<file path="src/rtl/md_sequencer.sv">
// Iterative multiply/divide sequencer feeding the architectural HI/LO registers.
// Shift-add multiply and restoring divide (one bit per cycle), then a sign-fix cycle.
module md_sequencer #(
   parameter int W     = 32,
   parameter int CNT_W = 5
) (
   input  logic         clk,
   input  logic         rst,
   input  logic         EX_MDStart,
   input  logic [2:0]   EX_MDOp,
   input  logic [W-1:0] EX_OpA,
   input  logic [W-1:0] EX_OpB,
   input  logic         EX_Flush,
   output logic         MD_Busy,
   output logic         MD_Done,
   output logic         MD_DivZero,
   output logic [W-1:0] MD_Hi,
   output logic [W-1:0] MD_Lo
);
   localparam logic [1:0] S_IDLE = 2'd0;
   localparam logic [1:0] S_MUL  = 2'd1;
   localparam logic [1:0] S_DIV  = 2'd2;
   localparam logic [1:0] S_FIX  = 2'd3;

   logic [1:0]       state_q, state_d;
   logic [CNT_W-1:0] cnt_q, cnt_d;
   logic [W-1:0]     wh_q, wh_d;      // MUL: accumulator, DIV: remainder
   logic [W-1:0]     wl_q, wl_d;      // MUL: multiplier,  DIV: quotient
   logic [W-1:0]     b_q, b_d;
   logic [W-1:0]     a_q, a_d;
   logic             qsign_q, qsign_d;
   logic             rsign_q, rsign_d;
   logic             is_div_q, is_div_d;
   logic             divz_q, divz_d;
   logic [W-1:0]     hi_q, hi_d;
   logic [W-1:0]     lo_q, lo_d;
   logic             busy_q, busy_d;
   logic             done_q, done_d;
   logic             dz_q, dz_d;

   logic             signed_op;
   logic [W-1:0]     abs_a, abs_b;
   logic [W:0]       mul_sum;
   logic [W+1:0]     div_shift, div_diff;
   logic [2*W-1:0]   prod, prod_neg;

   assign signed_op = ~EX_MDOp[0];
   assign abs_a     = (signed_op && EX_OpA[W-1]) ? -EX_OpA : EX_OpA;
   assign abs_b     = (signed_op && EX_OpB[W-1]) ? -EX_OpB : EX_OpB;
   assign mul_sum   = {1'b0, wh_q} + (wl_q[0] ? {1'b0, b_q} : '0);
   assign div_shift = {1'b0, wh_q, wl_q[W-1]};
   assign div_diff  = div_shift - {2'b00, b_q};
   assign prod      = {wh_q, wl_q};
   assign prod_neg  = -prod;

   always_comb begin
      state_d  = state_q;
      cnt_d    = cnt_q;
      wh_d     = wh_q;
      wl_d     = wl_q;
      b_d      = b_q;
      a_d      = a_q;
      qsign_d  = qsign_q;
      rsign_d  = rsign_q;
      is_div_d = is_div_q;
      divz_d   = divz_q;
      hi_d     = hi_q;
      lo_d     = lo_q;
      busy_d   = busy_q;
      done_d   = 1'b0;
      dz_d     = 1'b0;
      case (state_q)
         S_IDLE: begin
            if (EX_MDStart && !EX_Flush) begin
               case (EX_MDOp)
                  3'b000, 3'b001, 3'b010, 3'b011: begin
                     wh_d     = '0;
                     wl_d     = abs_a;
                     b_d      = abs_b;
                     a_d      = EX_OpA;
                     qsign_d  = signed_op & (EX_OpA[W-1] ^ EX_OpB[W-1]);
                     rsign_d  = signed_op & EX_OpA[W-1];
                     is_div_d = EX_MDOp[1];
                     divz_d   = EX_MDOp[1] & (EX_OpB == '0);
                     cnt_d    = CNT_W'(W-1);
                     busy_d   = 1'b1;
                     state_d  = EX_MDOp[1] ? S_DIV : S_MUL;
                  end
                  3'b100:  hi_d = EX_OpA;
                  3'b101:  lo_d = EX_OpA;
                  default: ;
               endcase
            end
         end
         S_MUL: begin
            wh_d = mul_sum[W:1];
            wl_d = {mul_sum[0], wl_q[W-1:1]};
            if (cnt_q == '0) state_d = S_FIX;
            else             cnt_d   = cnt_q - 1'b1;
         end
         S_DIV: begin
            // Restoring step: keep the trial difference only when it did not borrow.
            if (!div_diff[W+1]) begin
               wh_d = div_diff[W-1:0];
               wl_d = {wl_q[W-2:0], 1'b1};
            end else begin
               wh_d = div_shift[W-1:0];
               wl_d = {wl_q[W-2:0], 1'b0};
            end
            if (cnt_q == '0) state_d = S_FIX;
            else             cnt_d   = cnt_q - 1'b1;
         end
         default: begin
            if (is_div_q) begin
               if (divz_q) begin
                  lo_d = '1;
                  hi_d = a_q;
               end else begin
                  lo_d = qsign_q ? -wl_q : wl_q;
                  hi_d = rsign_q ? -wh_q : wh_q;
               end
            end else begin
               {hi_d, lo_d} = qsign_q ? prod_neg : prod;
            end
            busy_d  = 1'b0;
            done_d  = 1'b1;
            dz_d    = is_div_q & divz_q;
            cnt_d   = '0;
            state_d = S_IDLE;
         end
      endcase
      // A squash of the in-flight op discards it without touching HI/LO.
      if (EX_Flush && state_q != S_IDLE) begin
         state_d = S_IDLE;
         cnt_d   = '0;
         busy_d  = 1'b0;
         done_d  = 1'b0;
         dz_d    = 1'b0;
         hi_d    = hi_q;
         lo_d    = lo_q;
      end
   end

   always_ff @(posedge clk or posedge rst) begin
      if (rst) begin
         state_q  <= S_IDLE;
         cnt_q    <= '0;
         wh_q     <= '0;
         wl_q     <= '0;
         b_q      <= '0;
         a_q      <= '0;
         qsign_q  <= 1'b0;
         rsign_q  <= 1'b0;
         is_div_q <= 1'b0;
         divz_q   <= 1'b0;
         hi_q     <= '0;
         lo_q     <= '0;
         busy_q   <= 1'b0;
         done_q   <= 1'b0;
         dz_q     <= 1'b0;
      end else begin
         state_q  <= state_d;
         cnt_q    <= cnt_d;
         wh_q     <= wh_d;
         wl_q     <= wl_d;
         b_q      <= b_d;
         a_q      <= a_d;
         qsign_q  <= qsign_d;
         rsign_q  <= rsign_d;
         is_div_q <= is_div_d;
         divz_q   <= divz_d;
         hi_q     <= hi_d;
         lo_q     <= lo_d;
         busy_q   <= busy_d;
         done_q   <= done_d;
         dz_q     <= dz_d;
      end
   end

   assign MD_Busy    = busy_q;
   assign MD_Done    = done_q;
   assign MD_DivZero = dz_q;
   assign MD_Hi      = hi_q;
   assign MD_Lo      = lo_q;
endmodule

</file>
<file path="config.mk">
export PLATFORM = sky130hd
export DESIGN_NAME = md_sequencer
export DESIGN_NICKNAME = d
export VERILOG_FILES = /design/src/rtl/md_sequencer.sv
export SDC_FILE = /design/constraint.sdc
export NUM_CORES = 1
export LEC_CHECK = 0
export CAP_MARGIN = 15
export CELL_PAD_IN_SITES_DETAIL_PLACEMENT = 2
export CELL_PAD_IN_SITES_GLOBAL_PLACEMENT = 2
export CORE_MARGIN = 4
export CORE_UTILIZATION = 38
export DETAILED_ROUTE_END_ITERATION = 6
export GPL_ROUTABILITY_DRIVEN = 0
export GPL_TIMING_DRIVEN = 1
export PLACE_DENSITY = 0.87
export SETUP_SLACK_MARGIN = 0.02
export SYNTH_ARGS = -nofsm -noshare
export SYNTH_HDL_FRONTEND = slang
export SYNTH_SLANG_ARGS = --single-unit
</file>
<file path="constraint.sdc">
create_clock -name clk -period 13.4 [get_ports clk]
set_input_delay 3.35 -clock clk [delete_from_list [all_inputs] [get_ports clk]]
set_output_delay 3.35 -clock clk [all_outputs]
set_load 0.03 [all_outputs]
</file>
-- Word-level counts from Yosys, hierarchy flattened
Index checks and enable logic that the tools add are counted.
- add/sub/neg operators: 8
- multiply operators: 0
- div/mod/pow operators: 0
- $lt $le $gt $ge: 0
- equality and inequality tests: 16
- shift operators: 0
- multiplexer cells: 43
- bitwise gates (word level): 8
- reduce and logical (&&, ||, !) cells: 21
- operator list (operator ; number):
    two-way mux 32 bit ; 18
    one-hot mux 32 bit (3 select lines) ; 2
    negation 32 bit ; 4
    one-hot mux 32 bit (2 select lines) ; 2
    two-way mux 64 bit ; 1
    negation 64 bit ; 1
    subtractor 33 x 32 -> 34 bit ; 1
    adder 32 x 32 -> 33 bit ; 1
    logical NOT 32 bit ; 1
    two-way mux 5 bit ; 4
    AND reduction 3 bit ; 5
    two-way mux 2 bit ; 5
    one-hot mux 5 bit (2 select lines) ; 1
    two-way mux 1 bit ; 8
    inequality test 2 x 1 -> 1 bit (second input constant) ; 4
    AND reduction 4 bit ; 2
    equality test 3 x 2 -> 1 bit (second input constant) ; 2
    equality test 3 bit (second input constant) ; 2
    inequality test 3 x 2 -> 1 bit (second input constant) ; 2
    logical NOT 5 bit ; 1
    subtractor 5 x 1 -> 5 bit (second input constant) ; 1
    bitwise AND 1 bit ; 4
    logical AND 1 bit ; 4
    one-hot mux 2 bit (2 select lines) ; 1
    other kinds (17) ; 19
- register bits after elaboration: 206
- latch bits: 0
- RAM bits: 0
- bits in read-only memories: 0
- output and inout bits: 67
- word-level logic and storage cells: 111
- memories kept: 0

-- Longest topological paths before layout
Gate-level depths: netlist (run 1).
- depth after elaboration: 6
- mapped depth: 14

-- Worst setup path before layout (run 1)
OpenSTA, ideal clock, no wires.
- path kind: input to register
- start: input port EX_OpA[2]
- end: register wl_q[29]
- library setup time: 0.095 ns
- arrival time: 5.662 ns
- required time: 13.305 ns
- setup slack: 7.643 ns
- stages: 10
- buffers on the path: 1
- cell sequence: clkbuf_1 -> nor4_2 -> nand3b_1 -> nor4_2 -> nand2_1 -> or4_1 -> o41ai_1 -> xnor2_1 -> nor2_1 -> o31ai_1
- cells in the longest elaborated chain, start to end: 5
- ends and longest elaborated chain (element ; RTL line ; source):
    start: declaration ; 11 ; input logic [W-1:0] EX_OpA,
    negation 32 bit ; 48 ; assign abs_a = (signed_op && EX_OpA[W-1]) ? -EX_OpA : EX_OpA;
    two-way mux 32 bit ; 48 ;
    two-way mux 32 bit ; 75 ; case (EX_MDOp)
    two-way mux 32 bit ; 74 ; if (EX_MDStart && !EX_Flush) begin
    one-hot mux 32 bit (3 select lines) ; 72 ; case (state_q)
    end signal: assignment ; 165 ; wl_q <= wl_d;
    end: declaration ; 28 ; logic [W-1:0] wl_q, wl_d;
No other way between the ends. The select of a mux whose other input is x is not followed.
A chain may end at the register's enable or synchronous reset.

-- Worst setup path after layout (run 1)
- start: input port EX_OpA[4]
- end: register wl_q[29]
Same word-level chain as after synthesis.

==> impl_metrics.csv, run 1 <==
group,metric,value,unit
cts,clk_pin_slew_worst_paths,0.06,ns
floorplanning,initial_utilization,38.5,%
routing,drtIter0Drc,1183,
timing,skew,0.0233,ns
cts,cts_sinks,206,
yosys,yosys_warnings,0,
hold_path,hold_path.class,"reg2reg",
setup_path,critPathMaxFanout,6,
cts,root_buffer,"clkbuf_16",
grt,gr-total-overflow,0,
setup_path,crit_type,"in2reg",
timing,slew_violations,0,
floorplanning,fp-row-count,76,
floorplanning,fp.coreArea,43100,sq um
yosys,yosysSeqAreaShare,31.1,%
place,dpl.cell_count,2728,
yosys,async_flop_share,100,%
grt,grt_pass1_wl,109000,microns
cts,cts_tree,"yes",
routing,num_vias,17053,
grt,met1_usage,36.0,%
timing,fin_crit_sh,48.5,%
pwr,p_per_area,298,nW/um^2
routing,via_per_inst,6.14,
cts,post_cts_buffers,0,
timing,maxSlewHeadroom,19.7,%
cts,numCtsBuffers,27,
timing,worst_slew_pin_slew,1.20,ns
cts,htreeDepth,1,
routing,drt_first_pass_iters,5,
floorplanning,ios,138,
routing,wl_per_cell,24.9,microns
routing,drc_errors,0,
cts,holdBufCountCts,0,
grt,grtUsageMet3,4.12,%
grt,grt_max_degree,95,
yosys,syn_area,16600,sq um
pwr,vdd_drop_max,0.134,mV
setup_path,arrival,6.99,ns
floorplanning,die_y,217,microns
grt,grt_use_met2,50.5,%
run_status,status,"completed",
routing,finalWirelength,69300,microns
yosys,ys_ff_latch,206,
cts,clock_path_buffers,3,
layout,area_delta_synth_final,16.7,%
layout,drive_gt1_share,5.34,%
timing,period_needed,6.50,ns
setup_path,crit_required,13.89,ns
layout,layout.cells.non_filler,2779,
timing,setup_tns,0,ns
timing,grt_setup_unrepaired,"no",
setup_path,cp-start-kind,"primary input",
timing,setup_violations,0,
grt,grt_pass1_vias,18863,
layout,fin_nets,2321,
grt,gr-usage-all-layers,28.8,%
grt,antenna_found_initial,4,
timing,hold_ws,0.478,ns
place,hpwl,49100,microns
pwr,static-leakage-power,8.26,nW
floorplanning,die_w,217,microns
yosys,synth_edf_count,0,
cts,post_cts_resized,0,
floorplanning,dieArea,47000,sq um
yosys,avgSynthCellArea,7.79,sq um
yosys,synth_ff_type,"dfrtp_1",
setup_path,cp-end-kind,"flop",
cts,clk_latency,0.59,ns
timing,hold_violations,0,
job,cap_violations,0,
yosys,syn_nets,2274,
yosys,synthesis.instances,2126,
grt,grt-busiest-layer,"met2",
timing,max_freq,0.154,GHz
yosys,synth_cell_types,82,
place,io_buffers,137,
routing,antenna_left,0,
==> cells in the final DEF (no fill, tap or decap), drive strengths merged, types with 6 or more instances in the layout <==
cell type        n
nand2          333
o21ai          231
dfrtp          206
nor2           171
a21oi          139
clkdlybuf4s50  137
xnor2          108
inv             79
ha              75
xor2            64
o31ai           63
a221oi          45
o22ai           41
nand3           35
clkbuf          35
nand2b          29
nor3            28
buf             25
a22oi           24
a21o            24
or3             24
a31oi           18
and3            17
o41ai           17
o211ai          16
nor4            16
or4             16
mux2i           15
nor2b           14
nand4           14
o21a            13
and2            11
o221ai          10
nand3b           9
a211oi           8
clkinv           7
bufinv           6
==> final cells by class <==
cell class / instances / area, sq um
Timing Repair Buffer: 162 / 1580
Clock buffer: 35 / 776
Clock inverter: 14 / 238
Fill cell: 4858 / 23700
Sequential cell: 206 / 5160
Multi-Input combinational cell: 1697 / 10600
Inverter: 79 / 304
Antenna cell: 1 / 2.50
Tap cell: 585 / 732
==> synth_stat cells, drive strengths merged (8+ instances only) <==
library cell	n	area (sq um)
a211oi	8	60.1
a21o	24	180
a21oi	139	696
a221oi	45	394
a22oi	24	180
a31oi	18	113
and2	11	68.8
and3	17	106
buf	30	164
clkbuf	114	429
dfrtp	206	5150
ha	75	938
inv	78	293
mux2i	15	150
nand2	333	1250
nand2b	29	181
nand3	35	175
nand3b	9	67.6
nand4	14	103
nor2	171	644
nor2b	14	87.6
nor3	28	156
nor4	16	140
o211ai	16	120
o21a	13	97.6
o21ai	231	1160
o221ai	10	87.6
o22ai	41	257
o31ai	63	487
o41ai	17	171
or3	24	165
or4	16	139
xnor2	108	946
xor2	64	561
==> state kept, by name, summed over array words and instances, names as in the netlist, 2 cells and up <==
name / count
wh_q: 32
b_q: 32
state_q: 2
MD_Lo: 32
wl_q: 32
a_q: 32
MD_Hi: 32
cnt_q: 5
==> metrics by stage <==
step           area (sq um)  total power [mW]  worst slack, ns  utilization [%]
3_3_place_gp          18300              4.55             6.71             42.5
6_report              19300              5.76             6.90             44.9
2_1_floorplan         16600              3.61             4.43                -
5_1_grt               19300              6.15             6.72             44.9
4_1_cts               19300              5.72             6.89             44.8
3_5_place_dp          18300              4.78             6.43             42.5
==> kinds of logic after synthesis <==
family                   count (synthesis)  share of synthesized area (%)
XOR/XNOR                               172                           9.09
AO/OA/AOI/OAI                          694                           26.6
buffers and inverters                  223                           5.37
AND/OR/NAND/NOR                        737                           20.9
multiplexers                            17                           1.04
flip-flops                             206                           31.1
adder cells (fa/ha/maj)                 77                           5.91
==> critical path, stage by stage <==
cell,delay [ns]
clkdlybuf4s50_1,0.57
nor4_2,0.47
nand3b_1,0.26
nor4_2,0.44
nand2_1,0.25
or4_1,0.63
o41ai_1,0.49
xnor2_1,0.21
nor2_1,0.07
o31ai_1,0.24
==> per-layer routing <==
layer	up-vias	routed length, microns
met3	166	3260
met2	489	33900
met4	4	2850
met1	8667	29300
met5	-	22
li1	7727	-
==> worst paths after layout <==
| path | to | depth (start not counted) | slack (ns) | from |
|---|---|---|---|---|
| hold / removal | b_q[22]$_DFFE_PP0P_ | 2 | 0.48 | b_q[22]$_DFFE_PP0P_ |
| setup reg to reg | wh_q[26]$_DFFE_PP0P_ | 12 | 9.04 | wl_q[31]$_DFFE_PP0P_ |
| setup / recovery | wl_q[29]$_DFFE_PP0P_ | 10 | 6.90 | EX_OpA[4] |
| hold reg to reg | b_q[22]$_DFFE_PP0P_ | 2 | 0.48 | b_q[22]$_DFFE_PP0P_ |
| min in group asynchronous | MD_Lo[4]$_DFFE_PP0P_ | 2 | 3.26 | rst |
| max in group asynchronous | qsign_q$_DFFE_PP0P_ | 3 | 8.70 | rst |
==> report_power, final <==
part	switching [mW]	internal (mW)	leakage (nW)
clock network	0.317	0.523	0.502
logic	2.32	1.30	5.16
registers	0.386	0.910	2.60
Power figures use the tool's default switching activity.
==> run 2: changes to the inputs <==
CORE_UTILIZATION = 35   (was 38)
PLACE_DENSITY = 0.81   (was 0.87)
clock period = 6.1 ns   (was 13.4 ns; I/O delays follow)
==> run 2 against run 1 <==
Against the previous run: flip-flop and latch count unchanged; register-to-register slack got worse by 7.2 ns; sequential share of layout area decreased by 0.10 points; combinational power increased by 120%; critical path type unchanged; hold slack about the same; cell count increased by 1.1%; critical endpoint unchanged; die area increased by 8.2%; critical path depth unchanged.
==> impl_metrics.csv, run 2 (synthesis gave the netlist of run 1 again) <==
group,metric,value,unit
grt,gr-total-overflow,0,
floorplanning,die_y,226,microns
timing,worst_slew_pin_slew,1.10,ns
floorplanning,ios,138,
timing,setup_violations,0,
grt,grt_pass1_wl,107000,microns
layout,diodes,0,
layout,layout_commonest_cell,"nand2_1",
cts,clk_latency,0.58,ns
routing,wl_per_cell,24.1,microns
grt,grt_max_degree,130,
cts,htreeDepth,1,
setup_path,crit_type,"in2reg",
setup_path,cp-start-kind,"primary input",
place,place_area,18400,sq um
floorplanning,fp.coreArea,46700,sq um
cts,holdBufCountCts,0,
layout,fin_nets,2329,
timing,max_freq,0.223,GHz
routing,antenna_left,0,
routing,drtIter0Drc,1162,
routing,via_per_inst,5.98,
timing,maxSlewHeadroom,26.3,%
place,hpwl,49300,microns
timing,hold_violations,0,
grt,antenna_found_initial,1,
floorplanning,die_w,226,microns
cts,cts_sinks,206,
setup_path,slowest_stage,"or4_1",
routing,num_vias,16797,
floorplanning,fp-row-count,79,
pwr,static-leakage-power,8.29,nW
cts,root_buffer,"clkbuf_16",
setup_path,cp.buffers_inverters,1,
place,dpl.cell_count,2757,
job,cap_violations,0,
timing,hold_ws,0.477,ns
layout,area_delta_synth_final,17.2,%
layout,layout.cells.non_filler,2809,
setup_path,worstReg2RegStart,"wh_q[5]$_DFFE_PP0P_",
routing,drt_first_pass_iters,5,
setup_path,r2r-end,"wh_q[28]$_DFFE_PP0P_",
setup_path,critPathMaxFanout,8,
pwr,vdd_drop_max,0.257,mV
timing,skew,0.0146,ns
setup_path,cp-end-kind,"flop",
hold_path,worstHoldStart,"b_q[7]$_DFFE_PP0P_",
routing,finalWirelength,67600,microns
timing,grt_setup_unrepaired,"no",
timing,setup_tns,0,ns
layout,drive_gt1_share,5.72,%
cts,clock_path_buffers,3,
setup_path,r2r_cells,11,
cts,post_cts_buffers,0,
setup_path,cp_common_cell,"nor4_2",
routing,drc_errors,0,
cts,clk_pin_slew_worst_paths,0.06,ns
layout,most-common-layout-cells,"nand2_1, o21ai_0, dfrtp_1",
setup_path,cp_top_family,"simple AND/OR/NAND/NOR gates",
grt,grt_pass1_vias,18353,
setup_path,arrival,4.95,ns
pwr,p_per_area,646,nW/um^2
hold_path,holdPathEnd,"b_q[7]$_DFFE_PP0P_",
floorplanning,initial_utilization,35.5,%
timing,fin_crit_sh,73.4,%
cts,numCtsBuffers,27,
hold_path,whs_path_depth,2,
place,io_buffers,137,
setup_path,r2r_setup_slack,1.81,ns
setup_path,critPathMaxStageDelay,0.63,ns
cts,post_cts_resized,0,
setup_path,worstPathCellList,"clkdlybuf4s50_1, nor4_2, nand3b_1, nor4_2, nand2_1, or4_1, o41ai_1, xnor2_1, nor2_1, o31ai_1",
setup_path,crit_required,6.58,ns
floorplanning,dieArea,50900,sq um
timing,slew_violations,0,
cts,cts_tree,"yes",
hold_path,hold_path.class,"reg2reg",
run_status,status,"completed",
timing,period_needed,4.48,ns
layout,n_fill_cell,5309,
layout,stdcell_area,19400,sq um
grt,gr-usage-all-layers,26.0,%
-- run 2: changes by cell type in the layout (fill, tap and decap cells not counted), moves of 2 or more --
cell	previous run	this run
buf_4	24	31
clkinvlp_4	1	4
inv_6	0	3
clkinv_2	6	4
-- run 2: stage by stage --
step / setup WS [ns] / utilization (%) / power (mW)
2_1_floorplan: 1.90 / - / 7.93
4_1_cts: 1.67 / 41.5 / 12.5
3_3_place_gp: 1.22 / 39.4 / 10.1
3_5_place_dp: 1.11 / 39.4 / 10.6
5_1_grt: 1.43 / 41.6 / 13.5
6_report: 1.62 / 41.6 / 12.5
-- run 2: tightest hold or removal path, stage by stage (launching register included) --
cell and delay [ns]:
dfrtp_1 0.33, nand2_1 0.05, o21ai_0 0.06
-- run 2: cell type report --
class                   count  area (sq um)  area share (%)
flip-flops and latches    206          5160            26.6
clock buffers              34           762            3.92
well taps                 607           759            3.91
repair buffers            170          1650            8.50
inverters                  79           300            1.55
clock inverters            16           228            1.17
multi-input cells        1697         10600            54.4
-- run 2: how the worst max path moves through the flow --
stage / from / end / slack [ns] / cells after the start
global route: wh_q[5]$_DFFE_PP0P_ / wh_q[28]$_DFFE_PP0P_ / 1.43 / 11
finish: EX_OpA[2] / wl_q[29]$_DFFE_PP0P_ / 1.62 / 10
global placement: EX_OpA[2] / wl_q[29]$_DFFE_PP0P_ / 1.22 / 10
CTS: EX_OpA[2] / wl_q[29]$_DFFE_PP0P_ / 1.67 / 10
detailed placement: EX_OpA[2] / wl_q[29]$_DFFE_PP0P_ / 1.11 / 10
floorplan: rst / MD_Busy$_DFFE_PP0P_ / 1.90 / 1
-- run 2: metal layers --
metal	vias to the layer above	track usage, %	routed length, microns
li1	7755	-	-
met1	8577	34.3	30000
met2	385	46.0	33300
met3	80	2.53	2690
met4	0	6.52	1610
met5	-	0	0
-- run 2: where the power goes --
part / switching (mW) / leakage [nW] / total [mW] / internal [mW]
Combinational: 5.05 / 5.21 / 7.93 / 2.87
Clock: 0.718 / 0.482 / 1.82 / 1.10
Sequential: 0.809 / 2.60 / 2.81 / 2.00
Total: 6.58 / 8.29 / 12.5 / 5.97
==> RTL change 1: new RTL, config.mk and constraints of run 2 <==
Reset style: synchronous (`rst`), changed in one clocked block.
--- a/src/rtl/md_sequencer.sv
+++ b/src/rtl/md_sequencer.sv
@@ -143,3 +143,3 @@
 
-   always_ff @(posedge clk or posedge rst) begin
+   always_ff @(posedge clk) begin
       if (rst) begin
Formal check against the unedited RTL: differs if rst is asserted again (counterexample within 4 cycles, from zero or initial values and one cycle with rst high); with rst held inactive, the same outputs for 4 cycles.
==> RTL change 1 against run 2 <==
- non-clock buffer count decreased by 2
- routed wire length increased by 8.3%
- worst setup slack got worse by 110 ps
- first-iteration DRC count decreased by 3.9%
- hold slack got worse by 20 ps
- synthesized area decreased by 2.7%
- clock skew increased by 10 ps
- design area decreased by 3.2%
- sequential cell count unchanged
- critical path type unchanged
- register-to-register slack got worse by 150 ps
- synthesized cell count increased by 4.1%
Power is not compared: it rests on default switching activity, and its combinational part moved more than twofold at a synthesized area within 25%.
==> RTL change 1: results (changes against run 2) <==
CTS
The setup fix buffers added after clock tree synthesis came to 0 (unchanged). The quantity of gates resized following cts was 0 (unchanged). The cell at the root of the clock tree is sky130_fd_sc_hd__clkbuf_16 (unchanged). The total CTS buffers was 26 (was 27). The clock reaches the later pin of the worst-skew pair after 570 ps. The number of H-tree levels is 1 (unchanged). The deepest clock path buffer count is 3 (unchanged). The clock transition at the registers of the reported paths is 60 ps (about the same).

Place
The worst-case setup slack after placement is 950 ps (was 1110 ps). The number of buffers added on ports is 137 (unchanged). The placed cell count came to 2807 (was 2757). The area after detailed placement came to 17800 um2 (was 18400 um2). The placed wire-length estimate came to 53900 um (was 49300 um).

Power and ir drop
The analysis attributes to cell leakage a power of 6.99 nW. The worst voltage drop across the vdd grid is 0.000232 V.

Finish
The filler cell count in the final layout is 5341 (was 5309). The flip-flop and latch area is 4130 um2 (was 5160 um2). The number of inserted diodes is 0 (unchanged).

The ratio of cells with drive above 1 in the final layout was 0.0475 (was 0.0572). The non-filler instance count after layout was 2854 (was 2809).

Yosys
The post-synthesis sequential area ratio came to 0.256 (was 0.311). The count of flip-flops with a built-in enable after synthesis is 0 (unchanged). The total nets after synthesis was 2361 (was 2274). The count of synthesis-stage warnings from yosys is 0 (unchanged).

Top cell types by occurrence after synthesis: 251 x sky130_fd_sc_hd__nand2_1, 222 x sky130_fd_sc_hd__a21oi_1, 214 x sky130_fd_sc_hd__nor2_1 (was 333 x sky130_fd_sc_hd__nand2_1, 223 x sky130_fd_sc_hd__o21ai_0, 206 x sky130_fd_sc_hd__dfrtp_1). Top area cells in the synthesized netlist: sky130_fd_sc_hd__dfxtp_1 26%, sky130_fd_sc_hd__a21oi_1 6.9%, sky130_fd_sc_hd__nand2_1 5.8% (was sky130_fd_sc_hd__dfrtp_1 31%, sky130_fd_sc_hd__nand2_1 7.5%, sky130_fd_sc_hd__o21ai_0 6.7%). The post-synthesis instance total was 2214 (was 2126). The count of unique library cells instantiated by Yosys is 76 (was 82). The share of async-settable or async-resettable flops after synthesis came to 0 (was 1.00).

Timing
The post-route worst hold slack is 457 ps (was 477 ps). The setup clock skew after layout came to 24.6 ps (was 14.6 ps). The relative slew slack is 0.202 (was 0.263). The shortest period the worst path allows is 4590 ps (was 4480 ps).

Status
Result of the run: finished, final reports clean (unchanged).

Global route
The global-route wire length before repair came to 112000 um (was 107000 um). The via count of the first global-routing pass is 18700 (was 18400). The global-route usage over all layers is 0.279 (was 0.260). The pin count of the biggest net entering global routing is 88 (was 130). The number of antenna violations at the first check in global routing is 0 (was 1).

Critical path
The startpoint type of the worst setup path is an input pin (unchanged). The reg2reg setup slack is 1660 ps (was 1810 ps). The critical path arrival is 5070 ps (was 4950 ps). The worst-path maximum fanout is 35 (was 8).

Min path
The type of the worst min-delay path is flop to flop (unchanged).

Routing
The number of design-rule violations left by the first detailed-router iteration was 1117 (was 1162). The total wire length after detailed routing is 73100 um (was 67600 um). The total via count in the routed design was 17700 (was 16800). The first-pass iteration count of the detailed router is 5 (unchanged).
-- RTL change 1: cell types whose count changed after synthesis, moves of 19 or more --
cell / run 2 / this run
sky130_fd_sc_hd__a211oi_1: 8 / 56
sky130_fd_sc_hd__dfrtp_1: 206 / 0
sky130_fd_sc_hd__o211ai_1: 16 / 35
sky130_fd_sc_hd__dfxtp_1: 0 / 206
sky130_fd_sc_hd__o22ai_1: 41 / 9
sky130_fd_sc_hd__clkbuf_1: 113 / 154
sky130_fd_sc_hd__o21ai_0: 223 / 126
sky130_fd_sc_hd__nor2_1: 170 / 214
sky130_fd_sc_hd__nand2_1: 333 / 251
sky130_fd_sc_hd__o31ai_1: 62 / 34
sky130_fd_sc_hd__nor3_1: 26 / 45
sky130_fd_sc_hd__xor2_1: 64 / 90
sky130_fd_sc_hd__a21oi_1: 139 / 222
-- RTL change 1: per-layer routing --
metal,global-route usage,share of wire,up-vias
met3,0.0270,0.044,138
li1,-,-,8036
met4,0.0948,0.040,0
met5,0,0,-
met2,0.499,0.49,523
met1,0.350,0.42,9009
-- RTL change 1: cells by family (layout without fill, tap and decap cells) --
logic type	count (synthesis)	count (layout)	share of synthesized area
compound gates	729	729	0.297
flops	206	206	0.256
fa+ha+maj	76	76	0.0599
mux	23	23	0.0143
xor+xnor	195	195	0.106
buf+inv	271	311	0.0641
simple gates	714	714	0.203
-- RTL change 1: area by class of cell --
cell class                 instances  share of cell area
clock inverter                    14              0.0118
timing repair buffer             168              0.0858
inverter                          96              0.0192
multi-input combinational       1737               0.585
tap                              600              0.0399
clock buffer                      33              0.0387
sequential                       206               0.220
-- RTL change 1: path summary, 6_finish.rpt --
kind | endpoint | cells after the start | from
setup / recovery | wh_q[31]$_SDFFE_PP0P_ | 9 | EX_Flush
hold reg to reg | b_q[22]$_SDFFE_PP0P_ | 2 | b_q[22]$_SDFFE_PP0P_
hold / removal | b_q[22]$_SDFFE_PP0P_ | 2 | b_q[22]$_SDFFE_PP0P_
setup reg to reg | wh_q[30]$_SDFFE_PP0P_ | 12 | wl_q[0]$_SDFFE_PP0P_
-- RTL change 1: critical path, stage by stage --
cell and delay (ps):
sky130_fd_sc_hd__clkdlybuf4s50_1 540, sky130_fd_sc_hd__nor3b_1 590, sky130_fd_sc_hd__o21ai_2 100, sky130_fd_sc_hd__buf_4 290, sky130_fd_sc_hd__nor2_1 410, sky130_fd_sc_hd__nand3_1 620
sky130_fd_sc_hd__nor2_1 630, sky130_fd_sc_hd__a221oi_1 190, sky130_fd_sc_hd__o211ai_1 130
-- RTL change 1: power by group --
group	internal (mW)	leakage, nW	switching [mW]
clock network	1.06	0.457	0.674
registers	1.54	1.68	0.219
logic	0.863	4.86	1.86
total	3.46	6.99	2.76
==> RTL change 2: new RTL, flow settings as in run 2 <==
Made on the original files. Set the parameter `W` to 48 (it was 32).
--- a/src/rtl/md_sequencer.sv
+++ b/src/rtl/md_sequencer.sv
@@ -3,3 +3,3 @@
 module md_sequencer #(
-   parameter int W     = 32,
+   parameter int W     = 48,
    parameter int CNT_W = 5
Ports: changed (resized EX_OpA, EX_OpB, MD_Hi and MD_Lo); port bits go from 138 to 202. The function was not compared with the original's and may differ.
==> RTL change 2 against run 2 <==
- die area rose by 48%
- total power rose by 54%
- sequential share of layout area fell by 0.56 points
- worst setup slack got worse by 440 ps
- synthesized cell count rose by 52%
- final cell count rose by 52%
- synthesized area rose by 50%
- clock power rose by 41%
- sequential cell count rose by 96
- routed wire length rose by 66%
- design area rose by 50%
- clock skew rose by 20 ps
- largest cell class unchanged
==> RTL change 2: results (changes against run 2) <==
Min path
The destination of the worst hold path is b_q[5]$_DFFE_PP0P_ (was b_q[7]$_DFFE_PP0P_). The hold path startpoint is b_q[5]$_DFFE_PP0P_ (was b_q[7]$_DFFE_PP0P_).

Critical path
The worst-path maximum fanout came to 37 (was 8). The startpoint of the most critical register-to-register path is wl_q[0]$_DFFE_PP0P_ (was wh_q[5]$_DFFE_PP0P_). The depth of the worst register-to-register path is 14 (was 11).

The destination of the worst register-to-register timing path is wh_q[46]$_DFFE_PP0P_ (was wh_q[28]$_DFFE_PP0P_). The critical path arrival is 5360 ps (was 4950 ps). The cell at the slowest stage of the critical path is sky130_fd_sc_hd__o41ai_1 (was sky130_fd_sc_hd__or4_1). The cell family contributing the most delay on the critical path is compound AO/OA/AOI/OAI gates (was simple AND/OR/NAND/NOR gates). The delay of the slowest cell on the worst path is 770 ps (was 630 ps). The origin of the worst setup path is wl_q[0]$_DFFE_PP0P_ (was EX_OpA[2]).

Yosys
The total nets after synthesis was 3443 (was 2274). The post-synthesis sequential area ratio is 0.304 (was 0.311). Top cell types by occurrence after synthesis: 500 x sky130_fd_sc_hd__nand2_1, 325 x sky130_fd_sc_hd__o21ai_0, 302 x sky130_fd_sc_hd__dfrtp_1 (was 333 x sky130_fd_sc_hd__nand2_1, 223 x sky130_fd_sc_hd__o21ai_0, 206 x sky130_fd_sc_hd__dfrtp_1).

Place
The number of buffers added on ports came to 201 (was 137). The placed cell count is 4186 (was 2757). The placed wire-length estimate is 84200 um (was 49300 um).

CTS
The number of H-tree levels was 2 (was 1). The total CTS buffers came to 40 (was 27). The clock insertion delay at the later pin of the skew report is 600 ps (was 580 ps).

Routing
The ratio of routed vias to standard cells is 6.14 (was 5.98). The total wire length after detailed routing is 112000 um (was 67600 um). The number of design-rule violations left by the first detailed-router iteration is 1938 (was 1162).

Global route
The number of antenna violations at the first check in global routing is 5 (was 1). The fraction of met3 tracks used by global routing came to 0.0398 (was 0.0253). The pin count of the biggest net entering global routing is 116 (was 130). The met1 usage came to 0.367 (was 0.343).

Timing
The relative slew slack is 0.180 (was 0.263).

Power and ir drop
The static leakage is 12.3 nW (was 8.29 nW).

Status
Result of the run: finished, final reports clean (unchanged).

Finish
The non-filler instance count after layout is 4259 (was 2809).
## RTL change 2: layout make-up
class                   instances  area [um2]
well taps                     940        1180
clock inverters                15         221
fillers                      7936       41200
multi-input cells            2591       16100
inverters                     100         379
diodes                          1        2.50
clock buffers                  57        1180
repair buffers                253        2460
flip-flops and latches        302        7560
## RTL change 2: routing by layer
metal	vias up	wire (um)
met5	-	27
met4	4	5640
li1	11700	-
met3	273	5660
met2	792	53300
met1	13400	47700
## RTL change 2: power by group
group | leakage [nW] | total, mW | internal (mW) | switching, mW
registers | 3.79 | 4.06 | 2.92 | 1.15
clock network | 0.695 | 2.57 | 1.56 | 1.01
logic | 7.82 | 12.7 | 4.36 | 8.38
## RTL change 2: worst max path at each step
stage,to,slack (ps),cells past startpoint
5_1_grt,wh_q[46]$_DFFE_PP0P_,930,14
4_1_cts,wh_q[46]$_DFFE_PP0P_,1290,14
2_1_floorplan,MD_Busy$_DFFE_PP0P_,560,1
3_5_place_dp,wl_q[47]$_DFFE_PP0P_,1090,12
3_3_place_gp,wl_q[39]$_DFFE_PP0P_,1190,11
6_report,wh_q[46]$_DFFE_PP0P_,1180,14
## RTL change 2: worst register-to-register path: stages, from the launching register on
cell and delay [ps]:
sky130_fd_sc_hd__dfrtp_1 460, sky130_fd_sc_hd__inv_1 440, sky130_fd_sc_hd__buf_4 450, sky130_fd_sc_hd__nor2_1 110, sky130_fd_sc_hd__ha_1 470, sky130_fd_sc_hd__nand4_1 200, sky130_fd_sc_hd__o221ai_1 270, sky130_fd_sc_hd__a221o_1 180
sky130_fd_sc_hd__a21oi_1 70, sky130_fd_sc_hd__o31ai_1 460, sky130_fd_sc_hd__a221oi_1 260, sky130_fd_sc_hd__o41ai_1 770, sky130_fd_sc_hd__a31oi_1 260, sky130_fd_sc_hd__xor2_1 280, sky130_fd_sc_hd__o211ai_1 110
## RTL change 2: cell families (layout without fill, tap and decap cells)
group                      count (synthesis)  count (layout)  synth area share
and+or+nand+nor                         1124            1124             0.208
AOI/OAI and AO/OA                       1038            1038             0.266
buffers and inverters                    338             425            0.0524
DFF                                      302             302             0.304
xor gates and xnor gates                 278             278            0.0978
adders and majority gates                109             109            0.0554
muxes                                     42              42            0.0170
other                                      0               1                 0
## RTL change 2: through the flow
stage / setup slack (ps) / hold slack (ps) / power [mW]
final: 1180 / 477 / 19.4
after global routing: 930 / 491 / 20.6
after CTS: 1290 / 482 / 19.2
after detailed placement: 1090 / 468 / 16.5
after global placement: 1190 / 454 / 15.8
after floorplan: 560 / 437 / 11.9
